**src/rtl/calc_pkg.sv**
```systemverilog
// Shared encodings for the calculator datapath: operation codes and the
// accumulator sequencer states.
package calc_pkg;

   localparam logic [1:0] OP_ADD   = 2'b00;
   localparam logic [1:0] OP_SUB   = 2'b01;
   localparam logic [1:0] OP_LOAD  = 2'b10;
   localparam logic [1:0] OP_CLEAR = 2'b11;

   typedef enum logic [1:0] {
      IDLE = 2'd0,
      BUSY = 2'd1,
      DONE = 2'd2
   } state_e;

endpackage

```
**src/rtl/full_adder.sv**
```systemverilog
// Single-bit full adder, the building block of the ripple-carry slice.
module full_adder (
   input  logic a,
   input  logic b,
   input  logic cin,
   output logic s,
   output logic cout
);

   assign s    = a ^ b ^ cin;
   assign cout = (a & b) | (cin & (a ^ b));

endmodule

```
**src/rtl/rca_nbits.sv**
```systemverilog
// N-bit combinational ripple-carry adder built from a chain of full adders.
module rca_nbits #(
   parameter int N = 4
) (
   input  logic [N-1:0] A,
   input  logic [N-1:0] B,
   input  logic         Cin,
   output logic [N-1:0] S,
   output logic         Cout
);

   logic [N:0] c;

   assign c[0] = Cin;
   assign Cout = c[N];

   for (genvar i = 0; i < N; i++) begin : g_fa
      full_adder u_fa (
         .a    (A[i]),
         .b    (B[i]),
         .cin  (c[i]),
         .s    (S[i]),
         .cout (c[i+1])
      );
   end

endmodule

```
**src/rtl/rca_accumulator.sv**
```systemverilog
// Multi-cycle accumulator: adds/subtracts an operand CHUNK bits per clock
// through one shared ripple-carry slice, then commits value and flags.
//
// state | meaning
// ------+-------------------------------------------------------------
// IDLE  | waiting for an op; in_ready high
// BUSY  | one slice per cycle into the shadow sum; acc/flags frozen
// DONE  | result committed this cycle; out_valid pulse, in_ready low
module rca_accumulator #(
   parameter int WIDTH    = 16,
   parameter int CHUNK    = 4,
   parameter int SATURATE = 0
) (
   input  logic             clk,
   input  logic             rst_n,
   input  logic             in_valid,
   output logic             in_ready,
   input  logic [1:0]       op,
   input  logic [WIDTH-1:0] operand,
   output logic [WIDTH-1:0] acc,
   output logic             carry,
   output logic             overflow,
   output logic             zero,
   output logic             out_valid
);

   import calc_pkg::*;

   localparam int NCH  = WIDTH / CHUNK;
   localparam int IDXW = (NCH > 1) ? $clog2(NCH) : 1;
   localparam logic [IDXW-1:0]  IDX_LAST = IDXW'(NCH - 1);
   localparam logic [WIDTH-1:0] SAT_MAX  = {1'b0, {(WIDTH-1){1'b1}}};
   localparam logic [WIDTH-1:0] SAT_MIN  = ~SAT_MAX;

   state_e             state_q, state_d;
   logic [IDXW-1:0]    idx_q, idx_d;
   logic [WIDTH-1:0]   acc_q, acc_d;
   logic [WIDTH-1:0]   opb_q, opb_d;
   logic [WIDTH-1:0]   shadow_q, shadow_d;
   logic               cin_q, cin_d;
   logic               carry_q, carry_d;
   logic               overflow_q, overflow_d;
   logic               out_valid_q, out_valid_d;
   logic               in_ready_q, in_ready_d;

   int                 base;
   logic [CHUNK-1:0]   a_sl, b_sl, s_sl;
   logic               c_sl;
   logic [WIDTH-1:0]   sum_full;
   logic               ovf_now;

   // Select the current slice of acc and latched operand; merge the slice
   // sum into the shadow so the last BUSY cycle sees the complete result.
   always_comb begin
      base     = int'(idx_q) * CHUNK;
      a_sl     = acc_q[base +: CHUNK];
      b_sl     = opb_q[base +: CHUNK];
      sum_full = shadow_q;
      sum_full[base +: CHUNK] = s_sl;
      ovf_now  = (acc_q[WIDTH-1] == opb_q[WIDTH-1]) &&
                 (sum_full[WIDTH-1] != acc_q[WIDTH-1]);
   end

   rca_nbits #(.N(CHUNK)) u_slice (
      .A    (a_sl),
      .B    (b_sl),
      .Cin  (cin_q),
      .S    (s_sl),
      .Cout (c_sl)
   );

   // Sequencer next-state and commit logic; all outputs come from flops.
   always_comb begin
      state_d     = state_q;
      idx_d       = idx_q;
      acc_d       = acc_q;
      opb_d       = opb_q;
      shadow_d    = shadow_q;
      cin_d       = cin_q;
      carry_d     = carry_q;
      overflow_d  = overflow_q;
      out_valid_d = 1'b0;
      in_ready_d  = in_ready_q;

      case (state_q)
         IDLE: begin
            if (in_valid && in_ready_q) begin
               in_ready_d = 1'b0;
               case (op)
                  OP_ADD, OP_SUB: begin
                     // Subtraction is A + ~B + 1: invert once at accept time.
                     opb_d    = (op == OP_SUB) ? ~operand : operand;
                     cin_d    = (op == OP_SUB);
                     idx_d    = '0;
                     shadow_d = '0;
                     state_d  = BUSY;
                  end
                  OP_LOAD: begin
                     acc_d       = operand;
                     carry_d     = 1'b0;
                     overflow_d  = 1'b0;
                     out_valid_d = 1'b1;
                     state_d     = DONE;
                  end
                  default: begin
                     acc_d       = '0;
                     carry_d     = 1'b0;
                     overflow_d  = 1'b0;
                     out_valid_d = 1'b1;
                     state_d     = DONE;
                  end
               endcase
            end
         end
         BUSY: begin
            shadow_d = sum_full;
            cin_d    = c_sl;
            idx_d    = idx_q + IDXW'(1);
            if (idx_q == IDX_LAST) begin
               carry_d     = c_sl;
               overflow_d  = ovf_now;
               out_valid_d = 1'b1;
               state_d     = DONE;
               if ((SATURATE != 0) && ovf_now)
                  acc_d = acc_q[WIDTH-1] ? SAT_MIN : SAT_MAX;
               else
                  acc_d = sum_full;
            end
         end
         DONE: begin
            state_d    = IDLE;
            in_ready_d = 1'b1;
         end
         default: begin
            state_d    = IDLE;
            in_ready_d = 1'b1;
         end
      endcase
   end

   // State and datapath registers; reset drops any in-flight op.
   always_ff @(posedge clk or negedge rst_n) begin
      if (!rst_n) begin
         state_q     <= IDLE;
         idx_q       <= '0;
         acc_q       <= '0;
         opb_q       <= '0;
         shadow_q    <= '0;
         cin_q       <= 1'b0;
         carry_q     <= 1'b0;
         overflow_q  <= 1'b0;
         out_valid_q <= 1'b0;
         in_ready_q  <= 1'b1;
      end else begin
         state_q     <= state_d;
         idx_q       <= idx_d;
         acc_q       <= acc_d;
         opb_q       <= opb_d;
         shadow_q    <= shadow_d;
         cin_q       <= cin_d;
         carry_q     <= carry_d;
         overflow_q  <= overflow_d;
         out_valid_q <= out_valid_d;
         in_ready_q  <= in_ready_d;
      end
   end

   assign acc       = acc_q;
   assign carry     = carry_q;
   assign overflow  = overflow_q;
   assign zero      = (acc_q == '0);
   assign out_valid = out_valid_q;
   assign in_ready  = in_ready_q;

endmodule

```
**config.mk**
```make
export PLATFORM = sky130hd
export DESIGN_NAME = rca_accumulator
export DESIGN_NICKNAME = d
export VERILOG_FILES = /design/src/rtl/calc_pkg.sv /design/src/rtl/full_adder.sv /design/src/rtl/rca_nbits.sv /design/src/rtl/rca_accumulator.sv
export SDC_FILE = /design/constraint.sdc
export NUM_CORES = 1
export LEC_CHECK = 0
export CORE_MARGIN = 4
export CORE_UTILIZATION = 55
export CTS_CLUSTER_DIAMETER = 200
export CTS_CLUSTER_SIZE = 12
export DETAILED_ROUTE_END_ITERATION = 10
export GPL_ROUTABILITY_DRIVEN = 1
export PLACE_DENSITY = 0.87
export SLEW_MARGIN = 25
export SYNTH_ARGS = -nofsm -noshare
export SYNTH_HDL_FRONTEND = slang
export SYNTH_HIERARCHICAL = 1
export SYNTH_SLANG_ARGS = --single-unit
export TNS_END_PERCENT = 1
```
**constraint.sdc**
```tcl
create_clock -name clk -period 4.3 [get_ports clk]
set_clock_uncertainty 0.05 [all_clocks]
set_input_delay 1.075 -clock clk [delete_from_list [all_inputs] [get_ports clk]]
set_output_delay 1.075 -clock clk [all_outputs]
set_load 0.01 [all_outputs]
```
# --- Yosys cells after proc, flatten, opt, wreduce, memory -nomap -nowiden ---
# Index checks and enable logic that the tools add are counted.
classes:
  bitwise_logic: 22
  n_addsub: 2
  eq_ne: 10
  shift: 4
  reduce_logical: 12
  muxes: 31
ops:
  columns: ["cell", "n"]
  rows:
  - ["$pmux W16 S2", 3]
  - ["$mux W16", 5]
  - ["$neg A4 Y33", 1]
  - ["$shift A4 B33 Y16 const A", 1]
  - ["$shiftx A4 B33 Y16", 1]
  - ["$shiftx A16 B5 Y4", 2]
  - ["$bwmux W16", 1]
  - ["$logic_not A16 Y1", 1]
  - ["$not A16 Y16", 1]
  - ["$mux W1", 10]
  - ["$mux W2", 5]
  - ["$pmux W1 S2", 5]
  - ["$and A1 B1 Y1", 8]
  - ["$pmux W2 S2", 2]
  - ["$xor A1 B1 Y1", 8]
  - ["$ne A2 B2 Y1 const B", 3]
  - ["$reduce_and A3 Y1", 2]
  - ["$eq A2 B1 Y1 const B", 2]
  - ["$eq A2 B2 Y1 const B", 2]
  - ["$logic_not A2 Y1", 2]
  - ["$or A1 B1 Y1", 4]
  - ["$reduce_and A2 Y1", 2]
  - ["$reduce_and A4 Y1", 1]
  - ["$add A2 B1 Y2 const B", 1]
  - ["other kinds (7)", 8]
totals:
  inputBits: 21
  word_cells: 91
  regBits: 57

# --- Logic depth before layout (Yosys ltp) ---
# Gate-level depths: netlist of the first run.
logic_depth:
  word_depth: 15
  depth_mapped: 9
  mapped_depth_nobuf: 8

# --- Hierarchy ---
# Netlist of the first run, hierarchy kept.
by_module_without_submodules:
  columns: ["mod", "instances", "area_per_inst_um2", "cells_per_inst"]
  rows:
  - ["rca_accumulator", 1, 2949.1, 263]
  - ["full_adder", 4, 20.0, 1]

# --- Worst setup path after synthesis of the first run ---
# OpenSTA, ideal clock, no wires.
synth_timing:
  path_type: "register to register"
  from: "register idx_q[0]"
  to: "register overflow_q, in the netlist overflow"
  setup_slack_ps: 657
  n_path_buf: 1
  t_required_ps: 4125
  t_arrival_ps: 3468
  stages_incl_launch_ff: 10
  synth_period_minus_slack_ps: 3643
  path_cell_list: "dfrtp_1 -> buf_2 -> mux4_2 -> fa_1 -> fa_1 -> fa_1 -> fa_1 -> a21oi_1 -> mux2i_1 -> o22ai_1"
synth_via:
  elab_chain_len: 15
synth_lines:
  columns: ["element", "line_no", "rtl"]
  rows:
  - ["start: declaration", "rca_accumulator.sv:36", "logic [IDXW-1:0] idx_q, idx_d;"]
  - ["start signal: assignment", "rca_accumulator.sv:156", "idx_q <= idx_d;"]
  - ["$shiftx A16 B5 Y4 *", "rca_accumulator.sv:56", "a_sl = acc_q[base +: CHUNK];"]
  - ["named net a_sl[0]", "rca_accumulator.sv:47", "logic [CHUNK-1:0] a_sl, b_sl, s_sl;"]
  - ["$xor A1 B1 Y1", "full_adder.sv:11", "assign cout = (a & b) | (cin & (a ^ b));"]
  - ["$and A1 B1 Y1", "full_adder.sv:11", null]
  - ["$or A1 B1 Y1 *", "full_adder.sv:11", null]
  - ["named net u_slice.c[1]", "rca_nbits.sv:12", "logic [N:0] c;"]
  - ["$and A1 B1 Y1 *", "full_adder.sv:11", null]
  - ["$or A1 B1 Y1 *", "full_adder.sv:11", null]
  - ["named net u_slice.c[2]", "rca_nbits.sv:12", null]
  - ["(+2 left out)", null, null]
  - ["named net u_slice.c[3]", "rca_nbits.sv:12", null]
  - ["$xor A1 B1 Y1 *", "full_adder.sv:10", "assign s = a ^ b ^ cin;"]
  - ["named net s_sl[3]", "rca_accumulator.sv:47", null]
  - ["$shiftx A4 B33 Y16 *", "rca_accumulator.sv:59", "sum_full[base +: CHUNK] = s_sl;"]
  - ["$bwmux W16 *", "rca_accumulator.sv:59", null]
  - ["$ne A1 B1 Y1 *", "rca_accumulator.sv:61", "(sum_full[WIDTH-1] != acc_q[WIDTH-1]);"]
  - ["$logic_and A1 B1 Y1 *", "rca_accumulator.sv:60", "ovf_now = (acc_q[WIDTH-1] == opb_q[WIDTH-1]) &&"]
  - ["$mux W1 *", "rca_accumulator.sv:119", "if (idx_q == IDX_LAST) begin"]
  - ["$pmux W1 S2 *", "rca_accumulator.sv:85", "case (state_q)"]
  - ["end signal: assignment", "rca_accumulator.sv:162", "overflow_q <= overflow_d;"]
  - ["end: declaration", "rca_accumulator.sv:42", "logic overflow_q, overflow_d;"]
# Mark *: on every way through the listed nets, which the timed path passes. The rest lies on a longest branch. The select of a mux whose other input is x is not followed.
# A chain may end at the register's enable or synchronous reset.

# --- Final worst setup path of the first run ---
# Same ends and word-level chain as after synthesis.

==> impl_results.rst, run 1 <==
.. list-table::
   :header-rows: 1

   * - Metric
     - Value
   * - # Max-Cap Violations
     - 0
   * - Routability congestion estimate
     - 0.875
   * - Pin count of the biggest net entering global routing
     - 40
   * - Cell at the slowest stage of the critical path
     - sky130_fd_sc_hd__dfrtp_1
   * - Uppermost routed layer
     - met4
   * - I/O pin cnt
     - 42
   * - Required time of the critical path
     - 4.47 ns
   * - Simple logic cell fraction of the synthesized area
     - 11.0%
   * - Peak ir drop on the vdd network
     - 0.000525 V
   * - Setup repair after global routing missed its margin
     - no
   * - Worst-path clk slew
     - 0.07 ns
   * - Total of flip-flops plus latches after synthesis
     - 57
   * - Status
     - finished, final reports clean
   * - Final HPWL DP
     - 5530 um
   * - Cell types occupying the most area after synthesis
     - sky130_fd_sc_hd__dfrtp_1, sky130_fd_sc_hd__mux4_2, sky130_fd_sc_hd__a21oi_1
   * - Share of the synthesized area in compound gates (AO/OA/AOI/OAI)
     - 20.8%
   * - Setup tns final
     - 0 ns
   * - Clock network latency to the later pin of the worst-skew pair
     - 0.34 ns
   * - Gate Count Post-Synth
     - 267
   * - Proportion of power drawn by the clock network
     - 18.4%
   * - Post-synthesis net count
     - 298
   * - Hold Fails Final Rpt
     - 0
   * - Critical Path Most Common Cell
     - sky130_fd_sc_hd__fa_1
   * - Wire length of the first global-routing pass
     - 12700 um
   * - TritonCTS sink count
     - 57
   * - FP Rows
     - 26
   * - Net switching power of the design
     - 1.13 mW
   * - Number of distinct library cells after synthesis
     - 41
   * - H-tree levels
     - 3
   * - Sum of overflow across all layers after global routing
     - 0
   * - Post-detailed-route via-to-cell ratio
     - 6.23
   * - Port-buffer cells
     - 41
   * - Die boundary width
     - 82.2 um
   * - Average wire per standard cell
     - 20.5 um
   * - Area of the core
     - 5240 um2
   * - Number of instances resized during post-cts repair
     - 0
   * - First-pass iteration count of the detailed router
     - 4
   * - Total routed wire length on the met1 layer
     - 3040 um
   * - Leak
     - 1.65 nW
   * - Met2 Routed Length
     - 3840 um
   * - CTS max path bufs
     - 2
   * - Residual antenna-violating net count after detailed routing
     - 0
   * - Worst hold path depth
     - 1
   * - Finish-stage setup viols
     - 0
   * - Worst Setup Start Kind
     - flip-flop
   * - Wire length after detailed routing
     - 7850 um
   * - Fraction of power spent switching nets
     - 39.7%
   * - Yosys top cell area share
     - 46.3%
   * - CTS tree
     - yes
   * - Height of the die
     - 82.2 um
   * - Proportion of layout cells with a drive suffix above 1
     - 16.0%
   * - Finished Core Util
     - 69.7%
   * - Number of diodes added for antenna fixing
     - 0
   * - Number of antenna violations at the first check in global routing
     - 0
   * - Slew of the pin with the lowest slew margin
     - 0.891 ns
   * - Total Die Area
     - 6760 um2
   * - Vias post-DR
     - 2388
   * - Timing-limited maximum frequency
     - 269 MHz
   * - Count of cells along the worst register-to-register path
     - 8
   * - Worst slew margin relative to its limit
     - 39.8%
   * - Number of global-route vias before repair
     - 2447
   * - Nature of the critical path endpoint
     - flip-flop
   * - Number of buffers added to fix hold violations after cts
     - 0
   * - Clock buffers created by TritonCTS
     - 9
   * - Maximum single-stage delay on the critical path
     - 0.59 ns
   * - Pins over their slew limit
     - 0
   * - Global-route usage over all layers
     - 26.0%
   * - Critical-path cell list
     - mux4_2 -> fa_1 -> fa_1 -> fa_1 -> fa_1 -> a21oi_1 -> mux2i_1 -> o22ai_1
   * - Seq/Total Area, Yosys
     - 47.1%
   * - Residual DRC count
     - 0
   * - Yosys warning total
     - 6
   * - Arrival time of data at the critical path endpoint
     - 3.88 ns
   * - Largest family of logic cells by synthesized area
     - compound AO/OA/AOI/OAI gates
   * - Initial detailed-routing violation count
     - 225
   * - Design internal power
     - 1.72 mW
   * - Category of the most critical setup path
     - flip-flop to flip-flop
   * - Metal3 WL
     - 764 um
   * - Area overhead of the layout relative to synthesis
     - 20.6%
   * - Largest fanout of any net on the critical path
     - 9
   * - Share of the clock period used by the worst path
     - 86.5%
   * - Post-synthesis mux area share
     - 6.61%
   * - Synthesized area
     - 3030 um2
   * - Hold Path Class
     - flip-flop to flip-flop
   * - Ratio of total power to cell area
     - 780 nW/um2
   * - Time the final worst path needs with I/O delays and setup
     - 3.72 ns
   * - Adder-cell share of the synthesized area
     - 5.12%
   * - CTS Root Buffer Type
     - sky130_fd_sc_hd__clkbuf_8
   * - # Post-CTS Setup Buffers
     - 0
   * - Syn avg cell area
     - 11.3 um2
   * - Initial core utilization
     - 57.8%
   * - Sequential Power Share
     - 36.0%
   * - Number of nets in the layout
     - 339
   * - Xor/xnor cell area share of the yosys netlist
     - 4.63%
   * - Part of the power in combinational logic
     - 45.6%
   * - Most area-hungry cell type in the Yosys netlist
     - sky130_fd_sc_hd__dfrtp_1
==> through the flow <==
step	hold WS, ns	power, mW	instance area (um2)	std cells	setup WS [ns]
final	0.434	2.85	3650	383	0.582
after global routing	0.432	2.99	3650	383	0.432
after CTS	0.430	2.81	3650	383	0.633
after detailed placement	0.417	2.28	3440	367	0.631
after global placement	0.408	2.22	3440	367	0.733
after floorplan	0.392	1.77	3030	267	0.657
==> Yosys cell counts, drive strengths merged <==
cell,n
inv,4
mux2i,2
or2,1
dfstp,1
xnor2,16
a32o,15
nand4b,1
a2bb2oi,1
nand2,22
dfrtp,56
o22ai,1
nor2,17
nor2b,3
and4,1
a21o,16
fa,4
nand3,1
buf,14
or3,1
nor3b,5
nand2b,2
clkbuf,3
and2,1
and4bb,2
ha,6
a22o,1
a21oi,34
and4b,1
nor4bb,1
o21ai,21
o31a,1
mux4,8
nor4,4
==> final timing paths <==
| path | start | to | slack [ns] |
|---|---|---|---|
| min in group asynchronous | rst_n | opb_q[11] | 0.79 |
| worst max register to register | idx_q[0] | overflow | 0.58 |
| worst max-delay path | idx_q[0] | overflow | 0.58 |
| max in group asynchronous | rst_n | in_ready | 2.59 |
| worst min-delay path | shadow_q[6] | shadow_q[6] | 0.43 |
| worst min register to register | shadow_q[6] | shadow_q[6] | 0.43 |
==> cells in the final DEF, fill, tap and decap left out, drive strengths merged, types with 2 or more instances in the layout <==
cell type / instances
mux2i: 2
mux4: 8
xnor2: 16
a32o: 15
buf: 7
nor3b: 5
fa: 4
and4bb: 2
nor4: 4
inv: 4
clkdlybuf4s50: 40
dfrtp: 56
ha: 6
nand2: 22
clkbuf: 14
a21oi: 34
a21o: 16
nor2: 17
o21ai: 21
nor2b: 3
nand2b: 2
==> sequential cells by signal (all words and copies together), names as in the netlist <==
register   cells
opb_q         16
acc           16
shadow_q      16
carry          1
in_ready       1
overflow       1
idx_q          2
state_q        2
cin_q          1
out_valid      1
==> cells by family after synthesis <==
| group | Yosys count |
|---|---|
| muxes | 10 |
| buffers and inverters | 21 |
| xor gates and xnor gates | 16 |
| DFF | 57 |
| AOI/OAI and AO/OA | 90 |
| and+or+nand+nor | 63 |
| adders and majority gates | 10 |
==> routing by layer <==
layer,GRT usage (%),up-vias
li1,-,1065
met1,33.9,1150
met2,41.5,149
met3,6.94,24
met4,10.1,0
met5,0,-
==> layout make-up <==
type                            count  area, um2
Timing Repair Buffer               47        450
Sequential cell                    57       1430
Clock buffer                       14        173
Clock inverter                      2       35.0
Tap cell                           70       87.6
Multi-Input combinational cell    189       1460
Inverter                            4       15.0
Fill cell                         366       1590
==> power groups by stage <==
stage / combinational (mW) / sequential, mW / clock, mW
floorplan: 0.813 / 0.954 / 0
global placement: 1.21 / 1.00 / 0
detailed placement: 1.26 / 1.02 / 0
CTS: 1.27 / 1.02 / 0.528
global route: 1.39 / 1.05 / 0.554
finish: 1.30 / 1.03 / 0.524
==> worst max-delay path, delay by kind of cell (launching register included) <==
family                   cells  cell delay (ns)
adder cells (fa/ha/maj)      4             1.78
multiplexers                 2             0.80
flip-flops                   1             0.59
AO/OA/AOI/OAI                2             0.36
Note: power is estimated with default switching activity, not from simulation.
==> run 2: changes to the inputs <==
Settings changed: CORE_UTILIZATION 55 to 51, CTS_BUF_LIST set to sky130_fd_sc_hd__clkbuf_2, PLACE_DENSITY 0.87 to 0.85.
Clock period 4.3 ns to 3.25 ns, I/O delays scaled along.
==> run 2 against run 1 <==
- first-iteration DRC count is 27% lower
- combinational power is 47% higher
- worst hold slack worse by 0.15 ns
- total power is 23% higher
- register-to-register slack worse by 0.49 ns
- die area is 7.1% higher
- flip-flop and latch count stayed put
==> impl_results.rst, run 2 (synthesized netlist as in run 1, its figures left out) <==
.. list-table::
   :header-rows: 1

   * - Metric
     - Value
   * - Status
     - finished, final reports clean
   * - Proportion of layout cells with a drive suffix above 1
     - 20.7%
   * - Initial detailed-routing violation count
     - 165
   * - Metal3 WL
     - 612 um
   * - Residual antenna-violating net count after detailed routing
     - 0
   * - Wire length after detailed routing
     - 7760 um
   * - Total routed wire length on the met1 layer
     - 3320 um
   * - Number of global-route vias before repair
     - 2403
   * - Total Die Area
     - 7240 um2
   * - Number of antenna violations at the first check in global routing
     - 0
   * - Ratio of total power to cell area
     - 970 nW/um2
   * - First-pass iteration count of the detailed router
     - 4
   * - Finish-stage setup viols
     - 0
   * - Share of the clock period used by the worst path
     - 97.3%
   * - Met2 Routed Length
     - 3660 um
   * - Sum of overflow across all layers after global routing
     - 0
   * - Number of fillers in the final layout
     - 465
   * - Clock buffers created by TritonCTS
     - 9
   * - Timing-limited maximum frequency
     - 316 MHz
   * - Worst slew margin relative to its limit
     - 36.8%
   * - Hold Path Class
     - primary input to async pin
   * - TritonCTS sink count
     - 57
   * - Most common library cell in the layout ignoring fill and taps
     - sky130_fd_sc_hd__dfrtp_1
   * - Arrival time of data at the critical path endpoint
     - 3.47 ns
   * - Port-buffer cells
     - 41
   * - Final HPWL DP
     - 5450 um
   * - I/O pin cnt
     - 42
   * - Total area of sequential cells
     - 1430 um2
   * - FP Rows
     - 27
   * - CTS tree
     - yes
   * - Area of the core
     - 5640 um2
   * - Worst-case register-to-register setup slack
     - 0.09 ns
   * - Area overhead of the layout relative to synthesis
     - 19.7%
   * - Vias post-DR
     - 2359
   * - Slew of the pin with the lowest slew margin
     - 0.936 ns
   * - Peak ir drop on the vdd network
     - 0.000509 V
   * - Global-route usage over all layers
     - 22.9%
   * - Height of the die
     - 85.1 um
   * - Uppermost routed layer
     - met4
   * - Post-detailed-route via-to-cell ratio
     - 6.03
   * - Pin count of the biggest net entering global routing
     - 37
   * - Area of the multi-input gates
     - 1500 um2
   * - Leak
     - 1.65 nW
   * - Clock network latency to the later pin of the worst-skew pair
     - 0.47 ns
   * - Setup repair after global routing missed its margin
     - yes
   * - Initial core utilization
     - 53.7%
   * - Worst Setup Start Kind
     - flip-flop
   * - Die boundary width
     - 85.1 um
   * - Required time of the critical path
     - 3.56 ns
   * - Wire length of the first global-routing pass
     - 12500 um
   * - H-tree levels
     - 3
   * - Largest fanout of any net on the critical path
     - 4
   * - Number of diodes added for antenna fixing
     - 0
   * - Number of standard cells in the final layout excluding fillers
     - 391
   * - Average wire per standard cell
     - 19.8 um
   * - Time the final worst path needs with I/O delays and setup
     - 3.16 ns
   * - Residual DRC count
     - 0
   * - Pins over their slew limit
     - 0
   * - Total instance count after detailed placement
     - 376
   * - Tightest hold margin
     - 0.285 ns
   * - Number of nets in the layout
     - 346
   * - CTS max path bufs
     - 2
   * - Finished Core Util
     - 64.2%
   * - Nature of the critical path endpoint
     - flip-flop
   * - Worst-path clk slew
     - 0.15 ns
   * - Leading cell types in the layout, fill and taps excluded
     - sky130_fd_sc_hd__dfrtp_1, sky130_fd_sc_hd__clkdlybuf4s50_1, sky130_fd_sc_hd__a21oi_1
   * - Routability congestion estimate
     - 0.906
   * - Category of the most critical setup path
     - flip-flop to flip-flop
   * - Hold Fails Final Rpt
     - 0
   * - CTS Root Buffer Type
     - sky130_fd_sc_hd__clkbuf_2
   * - # Max-Cap Violations
     - 0
[run 2: changes by cell type in the layout (fill, tap and decap cells not counted), moves of 2 or more]
| cell | change |
|---|---|
| sky130_fd_sc_hd__a21oi_1 | -2 |
| sky130_fd_sc_hd__clkbuf_8 | -12 |
| sky130_fd_sc_hd__fa_1 | -4 |
| sky130_fd_sc_hd__clkbuf_2 | +9 |
| sky130_fd_sc_hd__clkinv_2 | +2 |
| sky130_fd_sc_hd__buf_4 | +6 |
| sky130_fd_sc_hd__clkinv_1 | +3 |
| sky130_fd_sc_hd__a32o_1 | -3 |
| sky130_fd_sc_hd__nor4_1 | -2 |
| sky130_fd_sc_hd__fa_2 | +4 |
| sky130_fd_sc_hd__a32o_2 | +3 |
| sky130_fd_sc_hd__nor4_2 | +2 |
| sky130_fd_sc_hd__clkbuf_1 | -2 |
[run 2: critical path, cell delays in order (launching register included)]
cell and delay, ns:
sky130_fd_sc_hd__dfrtp_2 0.43, sky130_fd_sc_hd__mux4_2 0.53, sky130_fd_sc_hd__fa_2 0.37, sky130_fd_sc_hd__fa_2 0.35, sky130_fd_sc_hd__fa_2 0.35, sky130_fd_sc_hd__fa_2 0.49, sky130_fd_sc_hd__a32o_2 0.28, sky130_fd_sc_hd__a21oi_1 0.11
sky130_fd_sc_hd__a21oi_1 0.08
[run 2: where the power goes]
group	internal, mW	total, mW	switching, mW
Sequential	1.01	1.27	0.257
Clock	0.0852	0.336	0.251
Combinational	0.943	1.91	0.967
[run 2: layout make-up]
cell class	count	area share [%]
clock inverter	6	0.725
tap	72	2.49
multi-input combinational	189	41.5
clock buffer	9	1.24
sequential	57	39.4
inverter	4	0.414
timing repair buffer	54	14.2
[run 2: metal layers]
| metal | GRT usage (%) | vias to the layer above |
|---|---|---|
| met4 | 11.7 | 0 |
| met1 | 29.7 | 1164 |
| met3 | 6.41 | 17 |
| met5 | 0 | - |
| met2 | 35.2 | 100 |
| li1 | - | 1078 |
[run 2: metrics by stage]
step	instance area, um2	setup slack, ns	power, mW	setup TNS (ns)
6_report	3620	0.0868	3.51	0
4_1_cts	3600	0.0296	3.46	0
2_1_floorplan	3050	-0.0612	2.39	-0.171
3_5_place_dp	3520	0.00873	3.10	0
5_1_grt	3620	-0.0218	3.73	-0.0373
3_3_place_gp	3520	0.0547	3.04	0
[run 2: final timing paths]
check / from / endpoint / cells after the start
setup / recovery: idx_q[0] / acc[7] / 8
hold / removal: rst_n / acc[3] / 1
setup reg to reg: idx_q[0] / acc[7] / 8
hold reg to reg: opb_q[0] / opb_q[0] / 2
max in group asynchronous: rst_n / in_ready / 2
min in group clk: opb_q[0] / opb_q[0] / 2
[run 2: timing repair]
item / CTS / global route
gates resized for setup: 1 / 7
hold buffers: 0 / 0
buffers inserted: 0 / 0
endpoints found under the setup margin: 1 / 6
hold endpoints to repair: 0 / 0
pin swaps: 0 / 4
